## config.mk

```make
export PLATFORM = sky130hd
export DESIGN_NAME = seg7_scan_mux
export DESIGN_NICKNAME = d
export VERILOG_FILES = /design/src/rtl/seg7_pkg.sv /design/src/rtl/seg7_decoder.sv /design/src/rtl/seg7_scan_mux.sv
export SDC_FILE = /design/constraint.sdc
export NUM_CORES = 1
export LEC_CHECK = 0
export CAP_MARGIN = 20
export CORE_ASPECT_RATIO = 1.5
export CORE_MARGIN = 5
export CORE_UTILIZATION = 30
export CTS_CLUSTER_DIAMETER = 120
export DETAILED_ROUTE_END_ITERATION = 8
export GPL_ROUTABILITY_DRIVEN = 0
export GPL_TIMING_DRIVEN = 0
export PLACE_DENSITY_LB_ADDON = 0.2
export SLEW_MARGIN = 20
export SYNTH_ARGS = -nofsm -noshare
export SYNTH_HDL_FRONTEND = slang
export SYNTH_SLANG_ARGS = --single-unit
```

## constraint.sdc

```tcl
create_clock -name clk -period 2.9 [get_ports clk]
set_input_delay 0.58 -clock clk [delete_from_list [all_inputs] [get_ports clk]]
set_output_delay 0.58 -clock clk [all_outputs]
set_load 0.03 [all_outputs]
```

## src/rtl/seg7_pkg.sv

```systemverilog
// seg7_pkg: shared types and constants for the seven-segment scan driver.
//   digit_idx_t : scan slot index (units, tens, hundreds)
//   SEG_BLANK   : all segments off
//   SEG_DASH    : middle bar only, shown for non-BCD codes
//   GLYPH_0..9  : active-high {g,f,e,d,c,b,a} patterns for decimal digits
package seg7_pkg;

  typedef enum logic [1:0] {
    DIG_UNITS    = 2'd0,
    DIG_TENS     = 2'd1,
    DIG_HUNDREDS = 2'd2
  } digit_idx_t;

  localparam logic [6:0] SEG_BLANK = 7'h00;
  localparam logic [6:0] SEG_DASH  = 7'h40;

  localparam logic [6:0] GLYPH_0 = 7'h3F;
  localparam logic [6:0] GLYPH_1 = 7'h06;
  localparam logic [6:0] GLYPH_2 = 7'h5B;
  localparam logic [6:0] GLYPH_3 = 7'h4F;
  localparam logic [6:0] GLYPH_4 = 7'h66;
  localparam logic [6:0] GLYPH_5 = 7'h6D;
  localparam logic [6:0] GLYPH_6 = 7'h7D;
  localparam logic [6:0] GLYPH_7 = 7'h07;
  localparam logic [6:0] GLYPH_8 = 7'h7F;
  localparam logic [6:0] GLYPH_9 = 7'h6F;

endpackage

```

## src/rtl/seg7_decoder.sv

```systemverilog
// seg7_decoder: combinational BCD to seven-segment decode.
//   bcd : 4-bit digit code; 0-9 decode to glyphs, 10-15 show a dash
//   seg : active-high segments {g,f,e,d,c,b,a}
import seg7_pkg::*;

module seg7_decoder (
  input  logic [3:0] bcd,
  output logic [6:0] seg
);

  always_comb begin
    seg = SEG_DASH;
    case (bcd)
      4'd0:    seg = GLYPH_0;
      4'd1:    seg = GLYPH_1;
      4'd2:    seg = GLYPH_2;
      4'd3:    seg = GLYPH_3;
      4'd4:    seg = GLYPH_4;
      4'd5:    seg = GLYPH_5;
      4'd6:    seg = GLYPH_6;
      4'd7:    seg = GLYPH_7;
      4'd8:    seg = GLYPH_8;
      4'd9:    seg = GLYPH_9;
      default: seg = SEG_DASH;
    endcase
  end

endmodule

```

## src/rtl/seg7_scan_mux.sv

```systemverilog
// seg7_scan_mux: time-multiplexed three-digit seven-segment driver.
//   clk, rst       : system clock (rising edge), asynchronous active-high reset
//   en             : scan enable; low blanks the display and freezes the scan
//   cathod         : 1 = common cathode (active-high pins), 0 = common anode
//   units/tens/hundreds : BCD digits, snapshotted once per frame
//   dp_en          : per-digit decimal point request, bit 0 = units
//   seg, an, dp    : segment bus, one-hot digit enables, decimal point
//   other_an       : unused board digit enables, held at the off level
import seg7_pkg::*;

module seg7_scan_mux #(
  parameter int unsigned REFRESH_DIV = 1000,
  parameter int unsigned DEAD_CYCLES = 16,
  parameter bit          BLANK_LZ    = 1'b1
) (
  input  logic       clk,
  input  logic       rst,
  input  logic       en,
  input  logic       cathod,
  input  logic [3:0] units,
  input  logic [3:0] tens,
  input  logic [3:0] hundreds,
  input  logic [2:0] dp_en,
  output logic [6:0] seg,
  output logic [2:0] an,
  output logic       dp,
  output logic [4:0] other_an
);

  localparam int unsigned   DIV_W    = $clog2(REFRESH_DIV);
  localparam logic [DIV_W-1:0] DIV_LAST = DIV_W'(REFRESH_DIV - 1);

  logic [DIV_W-1:0] div_cnt, div_cnt_d;
  digit_idx_t       idx, idx_d;
  logic [3:0]       sh_u, sh_t, sh_h;
  logic             first_load;
  logic             load;

  logic [3:0]       cur_digit;
  logic [6:0]       dec_seg;
  logic             dead;
  logic             blank;
  logic [6:0]       seg_d, seg_q;
  logic [2:0]       an_d, an_q;
  logic             dp_d, dp_q;

  // State register
  always_ff @(posedge clk or posedge rst) begin
    if (rst) begin
      div_cnt    <= '0;
      idx        <= DIG_UNITS;
      sh_u       <= '0;
      sh_t       <= '0;
      sh_h       <= '0;
      first_load <= 1'b1;
    end else begin
      div_cnt <= div_cnt_d;
      idx     <= idx_d;
      if (load) begin
        sh_u <= units;
        sh_t <= tens;
        sh_h <= hundreds;
      end
      if (en) begin
        first_load <= 1'b0;
      end
    end
  end

  // Next-state: prescaler, slot advance and shadow-load strobe
  always_comb begin
    div_cnt_d = div_cnt;
    idx_d     = idx;
    load      = 1'b0;
    if (en) begin
      load = first_load;
      if (div_cnt == DIV_LAST) begin
        div_cnt_d = '0;
        case (idx)
          DIG_UNITS: idx_d = DIG_TENS;
          DIG_TENS:  idx_d = DIG_HUNDREDS;
          default: begin
            idx_d = DIG_UNITS;
            load  = 1'b1;
          end
        endcase
      end else begin
        div_cnt_d = div_cnt + 1'b1;
      end
    end
  end

  always_comb begin
    case (idx)
      DIG_UNITS: cur_digit = sh_u;
      DIG_TENS:  cur_digit = sh_t;
      default:   cur_digit = sh_h;
    endcase
  end

  seg7_decoder u_dec (
    .bcd (cur_digit),
    .seg (dec_seg)
  );

  // Output decode from the current state; registered below
  always_comb begin
    dead  = (32'(div_cnt) < DEAD_CYCLES);
    blank = 1'b0;
    if (BLANK_LZ) begin
      case (idx)
        DIG_TENS:     blank = (sh_h == 4'd0) && (sh_t == 4'd0);
        DIG_HUNDREDS: blank = (sh_h == 4'd0);
        default:      blank = 1'b0;
      endcase
    end

    seg_d = SEG_BLANK;
    an_d  = '0;
    dp_d  = 1'b0;
    if (en && !dead) begin
      case (idx)
        DIG_UNITS: begin
          an_d = 3'b001;
          dp_d = dp_en[0];
        end
        DIG_TENS: begin
          an_d = 3'b010;
          dp_d = dp_en[1];
        end
        default: begin
          an_d = 3'b100;
          dp_d = dp_en[2];
        end
      endcase
      seg_d = blank ? SEG_BLANK : dec_seg;
    end
  end

  always_ff @(posedge clk or posedge rst) begin
    if (rst) begin
      seg_q <= '0;
      an_q  <= '0;
      dp_q  <= 1'b0;
    end else begin
      seg_q <= seg_d;
      an_q  <= an_d;
      dp_q  <= dp_d;
    end
  end

  // Polarity is applied after the registers so a cathod change is immediate
  always_comb begin
    seg      = cathod ? seg_q : ~seg_q;
    an       = cathod ? an_q  : ~an_q;
    dp       = cathod ? dp_q  : ~dp_q;
    other_an = cathod ? '0    : '1;
  end

endmodule

```

# Yosys cells after proc, flatten, opt, wreduce, memory -nomap -nowiden
# Memory sizes are Yosys's and may differ from the RTL's.
# Cells that the tools add are included.
# word_totals
register_bits	36
latchBits	0
mem_bits_rw	0
rom_bits	112
inputBits	19
out_inout_bits	16
word_cells	43
memories	1
# op_classes
addsub	1
multipliers	0
div	0
magnitude_cmp	1
n_eq_ne	3
n_shift	0
muxes	17
bitwise_logic	3
reduce_logical	8
# mem_list
name	words	word_bits	rd	rd_ports_with_merged_regs	wr	line	rtl
(no name shown)	16	7	1	0	0	seg7_decoder.sv:13	case (bcd)
# ops
operator	n
2-to-1 mux 7 bit	3
adder 10 x 1 -> 10 bit (second input constant)	1
equality test 10 bit (second input constant)	1
less-than comparator 10 x 5 -> 1 bit (second input constant)	1
2-to-1 mux 10 bit	1
logical NOT 4 bit	2
case mux 4 bit (2 select lines)	1
inverter 7 bit	1
2-to-1 mux 3 bit	2
case mux 3 bit (2 select lines)	1
2-to-1 mux 1 bit	5
2-to-1 mux 5 bit	1
case mux 1 bit (2 select lines)	2
case mux 2 bit (2 select lines)	1
inverter 3 bit	1
equality test 2 x 1 -> 1 bit (second input constant)	1
equality test 2 bit (second input constant)	1
logical AND 1 bit	2
logical NOT 2 bit	1
AND reduction 2 bit	1
OR reduction 2 bit	1
logical NOT 1 bit	1
inverter 1 bit	1

# Longest topological paths before layout
# logic_depth
ltp_word	5
ltp_mapped	10
depth_no_buf	9

# Cells and area by module
# Synthesis repeated with hierarchy kept, for this count alone.
# hier_totals
hier_cells	225
area_unflattened_um2	2213.4
# modules_own_cells
module	instances	cells_per_inst	area_each_um2	seq_area_each_um2
seg7_scan_mux	1	196	1985.7	902.1
seg7_decoder	1	29	227.7	0.0

# Worst setup path after synthesis
# OpenSTA, ideal clock, no wires.
# synth_timing
path_type	register -> register
from	register idx[1]
to	register seg_q[3]
setup_time_ps	82
arrival_ps	2145
required_time_ps	2818
slack_ps	673
path_stages_with_launch	10
n_path_buf	1
period_less_slack_ps	2227
cell_sequence	dfrtp_1 -> inv_1 -> ha_1 -> buf_2 -> a22o_2 -> a21oi_1 -> inv_1 -> ha_1 -> or3_1 -> a31oi_1
# synth_between
elab_chain_len	5
elab_cells_between_ends	8
classes_between	eq/ne: 2; mux: 4; reduce/logical: 1; memory: 1
# synth_lines
element	line	rtl
start: declaration	seg7_scan_mux.sv:34	digit_idx_t idx, idx_d;
start signal: assignment	seg7_scan_mux.sv:58	idx <= idx_d;
equality test 2 x 1 -> 1 bit / logical NOT 2 bit (equally long branches)	seg7_scan_mux.sv:94, seg7_scan_mux.sv:111	
case mux 4 bit (2 select lines)	seg7_scan_mux.sv:94	case (idx)
memory read (16 x 7 bit)	--	
2-to-1 mux 7 bit (*)	seg7_scan_mux.sv:136	seg_d = blank ? SEG_BLANK : dec_seg;
2-to-1 mux 7 bit (*)	seg7_scan_mux.sv:121	if (en && !dead) begin
named net seg_d[3]	seg7_scan_mux.sv:43	logic [6:0] seg_d, seg_q;
end signal: assignment	seg7_scan_mux.sv:146	seg_q <= seg_d;
end: declaration	seg7_scan_mux.sv:43	
# Mark *: on every way through the listed nets, which the timed path passes. The rest lies on a longest branch.
# A chain may end at the register's enable or synchronous reset.

# Final worst setup path
# layout_timing
from	input port cathod
to	output port other_an[2]
# layout_between
elab_chain_len	1
# layout_lines
element	line	rtl
start: declaration	seg7_scan_mux.sv:19	input logic cathod,
2-to-1 mux 5 bit	seg7_scan_mux.sv:157	other_an = cathod ? '0 : '1;
end: declaration	seg7_scan_mux.sv:27	output logic [4:0] other_an
# Every way passes these cells.

==> impl_results.md <==
* Number of synthesized flops with an enable pin at 0
* Dpl cells at 289
* Crit path kind: primary input to output pin
* Critical path arrival at 2.20 ns
* Max-slew violation count at 0
* First-pass GRT wire length at 6490 µm
* Final Cycle Share at 95.9%
* Sequential element share of the synthesized area at 46.5%
* Synthesized cell area at 1940 µm²
* Crit-path cells: clkdlybuf4s50_1, clkbuf_4, inv_1, buf_4, clkdlybuf4s50_1
* Outcome: finished, final reports clean
* Mean post-synth cell area at 10.8 µm²
* Unique masters post-synth at 45
* CTS tree: built
* Asr flop ratio synth at 100%
* Commonest non-fill, non-tap cells in the layout: dfrtp_1, clkdlybuf4s50_1, xnor2_1
* Multi-input logic area at 940 µm²
* Slew @ Worst Pin at 0.551 ns
* Area grow syn2layout at 27.8%
* Post-DP HPWL at 3170 µm
* Worst clock skew at 0.00371 ns
* Final Setup Violations at 0
* Max_cap viols at 0
* Postcts setup bufs at 0
* Metal-1 WL at 1490 µm
* Clock Path Buffers at 2
* Pwr dens at 598 nW/µm²
* Iteration-0 DRC Markers at 42
* Final Util at between 30% and 40%
* Fillers at 649
* Drc violations at 0
* Initial antenna violation count at 0
* Die width at 75.7 µm
* Synth warn at 0
* Most frequent CP cell: clkdlybuf4s50_1
* Hold Buf Count CTS at 0
* Worst VDD drop at between 0.2 and 0.3 mV
* CTS clk-pin slew, worst paths at 0.07 ns
* Vias in the first global route at 1373
* Synthesized Nets at 208
* FF+latch area at 902 µm²
* Placeable Area at 6400 µm²
* DR WL/cell at 13.2 µm
* H-tree depth at 2
* Boundary Pins at 35
* CP Capture Type: output pin
* Die H at roughly 110 µm
* Post-route ant nets at 0
* Root Driver: clkbuf_8
* Synth Flop Type: dfrtp_1
* Cell Count, Final, Fillers Out at between 200 and 300
* Max stage delay cell, worst path: clkdlybuf4s50_1
* Pleak at about 1.1 nW
* Wirelength, routed at 3920 µm
* Crit-path max cell delay at ~0.65 ns
* Met3 wire len at 166 µm
* Worst-Skew Late Latency at approximately 0.28 ns
* First drt pass iteration count at 4
* Die ar. at ~8000 µm²
* Total gr overflow at 0
* Post-DR vias/cell at around 4.6
* # rows at 36
* Clock Sinks at 36
* CP Launch Type: primary input
* Post-CTS sizing at 1
* ANT cells at 0
* All-Layer GR Usage at 10.5%
* Max transition margin at a little over three fifths
* DR top layer: met4
* Total Neg Setup Slack at 0 ns
* # port buffers at 33
* Yosys reg bits at 36
* Min Clock Period, post-route at ~2.8 ns
* RSZ-0062 raised after global routing: false
* Starting Density at 30.4%
* Layout cell share with drive strength beyond 1 at 19.0%
* Nets at 249
* Total CTS buffers at 5
* HP Class: register to register
* Max FO, Critical Path at 10
* Via count at 1381
* Peak Freq at 0.359 GHz
* Final hold vios at 0
* Mapped Cells at 179
* CP required at between 2 and 2.5 ns
* DR WL met2 at 2200 µm
* Commonest non-fill, non-tap cell in the layout: dfrtp_1
* Largest net degree at the start of global routing at 28
==> cell families (layout without fill, tap and decap cells) <==
| family | Yosys count | in the layout | synth area share (%) |
|---|---|---|---|
| adder cells (fa/ha/maj) | 10 | 10 | 6.44 |
| multiplexers | 15 | 15 | 8.63 |
| XOR/XNOR | 18 | 18 | 8.12 |
| AND/OR/NAND/NOR | 54 | 54 | 14.9 |
| AO/OA/AOI/OAI | 29 | 29 | 10.3 |
| flip-flops | 36 | 36 | 46.5 |
| buffers and inverters | 17 | 59 | 5.15 |
==> report_power, final <==
group	internal [mW]	leakage (nW)	switching, mW	total (mW)
Combinational	0.222	0.623	0.240	0.462
Clock	0.194	0.0455	0.167	0.361
Sequential	0.590	0.468	0.0701	0.660
Total	1.01	1.14	0.477	1.48
==> sequential cells by signal, summed over array words and instances (netlist names) <==
register / flops
div_cnt: 10
first_load: 1
sh_u: 4
seg_q: 7
idx: 2
sh_t: 4
sh_h: 4
an_q: 3
dp_q: 1
==> critical path: cells and delay by family <==
| kind | cells | cell delay [ns] |
|---|---|---|
| buffers and inverters | 5 | 1.62 |
==> per-stage QoR <==
step	hold WS [ns]	power (mW)	worst slack (ns)	instance area (µm²)
2_1_floorplan	0.466	0.960	0.673	1940
3_3_place_gp	0.473	1.13	-0.291	2370
3_5_place_dp	0.478	1.14	-0.294	2390
4_1_cts	0.488	1.51	0.0242	2480
5_1_grt	0.498	1.58	0.0366	2480
6_report	0.486	1.48	0.118	2480
==> cell type report <==
type,instances,area share (%)
tap,76,3.83
buffer,11,3.28
inverter,6,0.908
clock buffer,8,3.63
sequential,36,36.4
timing repair buffer,34,14.1
multi-input combinational,126,37.9
==> cells in the mapped netlist, types with 2 or more instances <==
| master | n | area share (%) |
|---|---|---|
| mux2_2 | 14 | 8.1 |
| a21oi_1 | 8 | 2.1 |
| o21ai_0 | 4 | 1.0 |
| xnor2_1 | 17 | 7.7 |
| a22o_1 | 2 | 0.90 |
| nand3_1 | 4 | 1.0 |
| a31oi_1 | 4 | 1.3 |
| a22oi_1 | 2 | 0.77 |
| buf_4 | 5 | 1.9 |
| nor2_1 | 12 | 2.3 |
| nand4_1 | 3 | 0.97 |
| nor3_1 | 4 | 1.0 |
| buf_6 | 2 | 1.2 |
| dfrtp_1 | 35 | 45 |
| or3_1 | 4 | 1.3 |
| inv_1 | 6 | 1.2 |
| ha_1 | 10 | 6.4 |
| nor2b_1 | 2 | 0.64 |
| and2_1 | 3 | 0.97 |
| buf_2 | 2 | 0.52 |
| nand2_1 | 12 | 2.3 |
==> path summary, 6_finish.rpt <==
kind / to / slack (ns) / startpoint / cells past startpoint
worst max-delay path: other_an[2] / 0.12 / cathod / 5
worst min-delay path: first_load / 0.49 / first_load / 1
worst max register to register: seg_q[3] / 0.39 / idx[1] / 9
worst min register to register: first_load / 0.49 / first_load / 1
max in group asynchronous: first_load / 1.88 / rst / 3
min in group asynchronous: sh_u[2] / 0.54 / rst / 2
==> routing by layer <==
layer / track usage [%] / vias to the layer above
li1: - / 693
met1: 11.5 / 657
met2: 18.9 / 26
met3: 2.60 / 5
met4: 3.75 / 0
met5: 0 / -
No activity file was read; power rests on OpenSTA's default activity.
